`src/rtl/pipeline_hazard_ctrl_pkg.sv`:
```
// Shared types for the PPU hazard controller: forwarding-select encodings and the
// destination-tracking slot carried through EX/MEM/WB.
package ppu_hazard_pkg;

   // Slot rd field is wide enough for any supported REG_AW; narrower addresses are zero-extended.
   localparam int SLOT_RD_W = 8;

   localparam logic [1:0] FWD_RF  = 2'b00;
   localparam logic [1:0] FWD_EX  = 2'b01;
   localparam logic [1:0] FWD_MEM = 2'b10;
   localparam logic [1:0] FWD_WB  = 2'b11;

   typedef struct packed {
      logic                 v;
      logic [SLOT_RD_W-1:0] rd;
      logic                 rf_en;
      logic                 load;
   } hazard_slot_t;

   localparam hazard_slot_t BUBBLE_SLOT = '{v: 1'b0, rd: {SLOT_RD_W{1'b0}}, rf_en: 1'b0, load: 1'b0};

   function automatic logic slot_writes(input hazard_slot_t s);
      return s.v & s.rf_en & (s.rd != {SLOT_RD_W{1'b0}});
   endfunction

endpackage

```
`src/rtl/fwd_select.sv`:
```
// Per-operand forwarding select: youngest writing slot with a matching rd wins;
// a load that cannot forward yet raises load_match instead.
module fwd_select
   import ppu_hazard_pkg::*;
#(
   parameter int LOAD_LAT = 1
)(
   input  logic [SLOT_RD_W-1:0] src,
   input  logic                 used,
   input  hazard_slot_t         ex_slot,
   input  hazard_slot_t         mem_slot,
   input  hazard_slot_t         wb_slot,
   output logic [1:0]           sel,
   output logic                 load_match
);

   logic unused_wb_load;
   assign unused_wb_load = &{1'b0, wb_slot.load};

   // Priority match EX > MEM > WB; loads still in flight select the regfile and flag a stall.
   always_comb begin
      sel        = FWD_RF;
      load_match = 1'b0;
      if (used && (src != {SLOT_RD_W{1'b0}})) begin
         if (slot_writes(ex_slot) && (ex_slot.rd == src)) begin
            if (ex_slot.load) begin
               load_match = 1'b1;
            end else begin
               sel = FWD_EX;
            end
         end else if (slot_writes(mem_slot) && (mem_slot.rd == src)) begin
            if (mem_slot.load && (LOAD_LAT == 2)) begin
               load_match = 1'b1;
            end else begin
               sel = FWD_MEM;
            end
         end else if (slot_writes(wb_slot) && (wb_slot.rd == src)) begin
            sel = FWD_WB;
         end else begin
            sel = FWD_RF;
         end
      end else begin
         sel = FWD_RF;
      end
   end

endmodule

```
`src/rtl/pipeline_hazard_ctrl.sv`:
```
// Hazard/forwarding controller for the 5-stage PPU pipeline: tracks EX/MEM/WB
// destinations, drives forwarding selects, stalls, flushes and freeze enables.
module pipeline_hazard_ctrl
   import ppu_hazard_pkg::*;
#(
   parameter int REG_AW   = 5,
   parameter int NUM_SRC  = 2,
   parameter int LOAD_LAT = 1,
   parameter int CNT_W    = 16
)(
   input  logic                      clk,
   input  logic                      reset,
   input  logic                      id_valid,
   input  logic [REG_AW-1:0]         id_rd,
   input  logic                      id_rf_en,
   input  logic                      id_load,
   input  logic [NUM_SRC*REG_AW-1:0] id_src,
   input  logic [NUM_SRC-1:0]        id_src_used,
   input  logic                      ex_branch_taken,
   input  logic                      mem_busy,
   output logic [2*NUM_SRC-1:0]      fwd_sel,
   output logic                      npc_le,
   output logic                      pc_le,
   output logic                      if_id_le,
   output logic                      if_id_flush,
   output logic                      cu_s,
   output logic [CNT_W-1:0]          stall_cnt,
   output logic [CNT_W-1:0]          flush_cnt
);

   localparam logic [CNT_W-1:0] CNT_MAX = {CNT_W{1'b1}};

   hazard_slot_t ex_slot, mem_slot, wb_slot, id_slot;
   logic [2*NUM_SRC-1:0] op_sel;
   logic [NUM_SRC-1:0]   op_load_match;
   logic                 load_use;
   logic                 le;

   assign id_slot  = '{v: id_valid, rd: SLOT_RD_W'(id_rd), rf_en: id_rf_en, load: id_load};
   assign load_use = id_valid & (|op_load_match);

   for (genvar k = 0; k < NUM_SRC; k++) begin : g_op
      logic [SLOT_RD_W-1:0] src_ext;
      assign src_ext = SLOT_RD_W'(id_src[k*REG_AW +: REG_AW]);
      fwd_select #(.LOAD_LAT(LOAD_LAT)) u_fwd (
         .src        (src_ext),
         .used       (id_src_used[k]),
         .ex_slot    (ex_slot),
         .mem_slot   (mem_slot),
         .wb_slot    (wb_slot),
         .sel        (op_sel[2*k +: 2]),
         .load_match (op_load_match[k])
      );
   end

   // Pipe control by priority: reset > mem_busy > taken branch > load-use > normal.
   always_comb begin
      le          = 1'b0;
      if_id_flush = 1'b0;
      cu_s        = 1'b0;
      fwd_sel     = op_sel;
      if (reset) begin
         cu_s    = 1'b1;
         fwd_sel = {(2*NUM_SRC){1'b0}};
      end else if (mem_busy) begin
         le = 1'b0;
      end else if (ex_branch_taken) begin
         le          = 1'b1;
         if_id_flush = 1'b1;
         cu_s        = 1'b1;
      end else if (load_use) begin
         cu_s = 1'b1;
      end else begin
         le = 1'b1;
      end
      npc_le   = le;
      pc_le    = le;
      if_id_le = le;
   end

   // Slot shift register and saturating performance counters.
   always_ff @(posedge clk) begin
      if (reset) begin
         ex_slot   <= BUBBLE_SLOT;
         mem_slot  <= BUBBLE_SLOT;
         wb_slot   <= BUBBLE_SLOT;
         stall_cnt <= {CNT_W{1'b0}};
         flush_cnt <= {CNT_W{1'b0}};
      end else if (mem_busy) begin
         ex_slot   <= ex_slot;
         mem_slot  <= mem_slot;
         wb_slot   <= wb_slot;
         stall_cnt <= stall_cnt;
         flush_cnt <= flush_cnt;
      end else begin
         mem_slot <= ex_slot;
         wb_slot  <= mem_slot;
         if (ex_branch_taken) begin
            ex_slot <= BUBBLE_SLOT;
            if (flush_cnt != CNT_MAX) begin
               flush_cnt <= flush_cnt + CNT_W'(1);
            end else begin
               flush_cnt <= flush_cnt;
            end
         end else if (load_use) begin
            ex_slot <= BUBBLE_SLOT;
            if (stall_cnt != CNT_MAX) begin
               stall_cnt <= stall_cnt + CNT_W'(1);
            end else begin
               stall_cnt <= stall_cnt;
            end
         end else begin
            ex_slot <= id_slot;
         end
      end
   end

endmodule

```
`config.mk`:
```
export PLATFORM = sky130hd
export DESIGN_NAME = pipeline_hazard_ctrl
export DESIGN_NICKNAME = d
export VERILOG_FILES = /design/src/rtl/pipeline_hazard_ctrl_pkg.sv /design/src/rtl/fwd_select.sv /design/src/rtl/pipeline_hazard_ctrl.sv
export SDC_FILE = /design/constraint.sdc
export NUM_CORES = 1
export LEC_CHECK = 0
export BUFFER_PORTS_ARGS = -buffer_cell sky130_fd_sc_hd__buf_2
export CAP_MARGIN = 20
export CORE_ASPECT_RATIO = 1.5
export CORE_MARGIN = 2
export CORE_UTILIZATION = 54
export CTS_CLUSTER_SIZE = 25
export DETAILED_ROUTE_END_ITERATION = 12
export PLACE_DENSITY_LB_ADDON = 0.12
export SLEW_MARGIN = 15
export SYNTH_ARGS = -nofsm -noshare
export SYNTH_HDL_FRONTEND = slang
export SYNTH_SLANG_ARGS = --single-unit
```
`constraint.sdc`:
```
create_clock -name clk -period 2.8 [get_ports clk]
set_input_delay 0.42 -clock clk [delete_from_list [all_inputs] [get_ports clk]]
set_output_delay 0.42 -clock clk [all_outputs]
set_load 0.05 [all_outputs]
```
==> metrics.md <==
| Metric | Value |
|---|---|
| Post-Syn Nets | `about 360` |
| Drt first pass iters | `5` |
| Row count | `32` |
| Worst Path Required | `around 2.4 ns` |
| Ys flop type | `dfxtp_1` |
| Clock Sinks | `54` |
| Final Critical Period | `around 2.7 ns` |
| Final Non-Filler Cells | `469` |
| Pre-CTS WS | `0.0886 ns` |
| Avg Inst Size Synth | `approximately 8.9 µm²` |
| DRC | `0` |
| Vias in the first global route | `~2500` |
| Height of the die | `around 94 µm` |
| Fin nets | `approximately 430` |
| Run status | `complete, no violations` |
| RD Place Congestion | `around 0.93` |
| Adder-cell share of the synthesized area | `less than 1%` |
| Setup Skew | `0.00907 ns` |
| Setup Buffers After CTS | `0` |
| CTS Buf Count | `5` |
| CTS root buf | `clkbuf_8` |
| DRT Wirelength | `between 6 and 7 mm` |
| Simple-gate share of the synthesized area | `between 20% and 30%` |
| Synth Area in XOR/XNOR | `about 13%` |
| Worst min-delay path class | `in -> reg` |
| Buffers on Ports | `64` |
| Most common library cell in the layout ignoring fill and taps | `buf_2` |
| Core area | `5200 µm²` |
| Clk slew on worst S/H paths | `around 0.09 ns` |
| Data arrival, critical path | `roughly 2.3 ns` |
| RR Startpoint | `ex_slot[5]` |
| Initial antenna violation count | `0` |
| Max_cap viols | `0` |
| FF+latch count, synth | `54` |
| Largest family of logic cells by synthesized area | `simple AND/OR/NAND/NOR gates` |
| F_max | `368 MHz` |
| Boundary Pins | `65` |
| Largest net degree at the start of global routing | `28` |
| Synth Area in Compound Gates | `about 13%` |
| GRT Resource Usage Total | `a little under a quarter` |
| Die Area | `6070 µm²` |
| First-pass GRT wire length | `between 10 and 15 mm` |
| Post-Syn Instances | `about 330` |
| Synth warn | `0` |
| Antenna-violating nets left | `0` |
| Vias per cell | `between 5 and 6` |
| Layout Utilization | `between 60% and 70%` |
| Most frequent cells in the layout | `buf_2, dfxtp_1, nor2_1` |
| Share of flip-flops with an asynchronous set or reset | `0%` |
| Drt wl/cell | `between 10 and 15 µm` |
| Final Hold Vio Count | `0` |
| VDD IR max | `approximately 0.00040 V` |
| Leakage power | `0.00148 µW` |
| Ratio of cells with drive above 1 in the final layout | `between 20 and 30%` |
| Setup crit start | `id_src[2]` |
| CTS tree | `done` |
| Hold Crit Start | `id_rd[1]` |
| Post-synthesis mux area share | `between 8 and 9%` |
| H-tree depth | `2` |
| Initial Util | `56.5%` |
| Maximum fanout along the worst path | `4` |
| Library cells used by synthesis | `51` |
| Skew-Pair Late Insertion Delay | `0.31 ns` |
| RSZ-0062 raised after global routing | `yes` |
| Diodes inserted | `0` |
| Max-slew violation count | `0` |
| Via Count | `roughly 2600` |
| PwrDens | `389 nW/µm²` |
| Critical Path Source Type | `input pin` |
| Horiz. Die Dim | `between 60 and 70 µm` |
| P&R area growth vs syn | `19.3%` |
| Critical Path Sink Type | `output port` |
| Synth Cell Area | `slightly below 3000 µm²` |
| Fill count | `roughly 460` |
| # setup viols final | `0` |
| # hold bufs at CTS | `0` |
| Final worst path period share | `97.1%` |
| Post-route setup slack | `around 0.081 ns` |
| Setup_tns | `0 ns` |
| Least-Margin Pin Slew | `0.711 ns` |
| Post-synthesis sequential area ratio | `approximately 37%` |
| DP Cell Count | `between 400 and 500` |
| Global route total overflow | `0` |
| CTS max path bufs | `2` |
| Slew Limit Headroom | `between 50% and 60%` |
| DP Wirelength | `slightly below 5 mm` |
| Initial drt markers | `around 140` |
| Post-synth EDFFs | `0` |
| Kind of critical path | `in -> out` |
[sequential cells by signal, indices dropped and copies added, names as in the netlist]
| signal | cells |
|---|---|
| wb_slot | 7 |
| ex_slot | 8 |
| flush_cnt | 16 |
| mem_slot | 7 |
| stall_cnt | 16 |
[layout make-up]
| cell class | count | area (µm²) | share of cell area (%) |
|---|---|---|---|
| sequential | 54 | 1080 | 30.9 |
| multi-input combinational | 255 | 1810 | 51.6 |
| clock buffer | 5 | 68.8 | 1.96 |
| timing repair buffer | 76 | 419 | 11.9 |
| clock inverter | 2 | 10.0 | 0.285 |
| tap | 68 | 85.1 | 2.42 |
| inverter | 9 | 33.8 | 0.962 |
[cells in the mapped netlist (6+ instances only)]
master    number  area [µm²]
a21oi_1       11        55.1
nor2b_1        6        37.5
xor2_1        20         175
dfxtp_1       54        1080
nand4_1        7        43.8
nand2_1       16        60.1
inv_1          9        33.8
clkbuf_1       9        33.8
a22o_1         7        61.3
xnor2_1       23         201
nor3_1        16        80.1
or3_1          7        43.8
nand3_1       14        70.1
mux2i_1       18         180
nor2_1        44         165
[power by group]
group	total [µW]	leakage, µW	internal [µW]	switching (µW)
clock	413	0.0000438	169	244
sequential	791	0.000437	777	14.2
combinational	161	0.00100	65.4	95.7
total	1370	0.00148	1010	354
[per-stage QoR]
step	total power (µW)	instance area [µm²]	hold slack, ns
6_report	1370	3510	0.326
5_1_grt	1420	3510	0.329
4_1_cts	1380	3500	0.321
3_5_place_dp	968	3410	0.494
3_3_place_gp	965	3410	0.480
2_1_floorplan	911	2990	0.464
[critical path, stage by stage]
cell	delay, ns
buf_2	0.14
or4_4	0.52
o21ai_4	0.15
nor4b_2	0.07
or2_4	0.26
and3_4	0.18
a311o_1	0.34
buf_2	0.22
[worst paths after layout]
kind / cells past startpoint / slack [ns] / end
hold / removal: 2 / 0.33 / ex_slot[3]
setup reg to reg: 6 / 0.66 / stall_cnt[7]
setup / recovery: 8 / 0.08 / cu_s
hold reg to reg: 2 / 0.51 / stall_cnt[9]
[kinds of logic (layout without fill, tap and decap cells)]
kind of cell | count (synthesis) | after routing
DFF | 54 | 54
and+or+nand+nor | 140 | 140
adders and majority gates | 2 | 2
xor gates and xnor gates | 43 | 43
AOI/OAI and AO/OA | 47 | 47
buffers and inverters | 23 | 92
muxes | 23 | 23
[repair_timing]
action,4_1_cts,5_1_grt
setup endpoints to repair,2,4
pin swaps,0,0
gates resized for setup,3,4
[routing by layer]
metal / up-vias / wire length, µm / global-route usage (%)
met4: 0 / 102 / 8.16
met3: 10 / 291 / 3.81
li1: 1322 / - / -
met2: 68 / 3300 / 39.0
met1: 1201 / 2860 / 28.3
met5: - / 0 / 0
(Power assumes the default switching activity.)
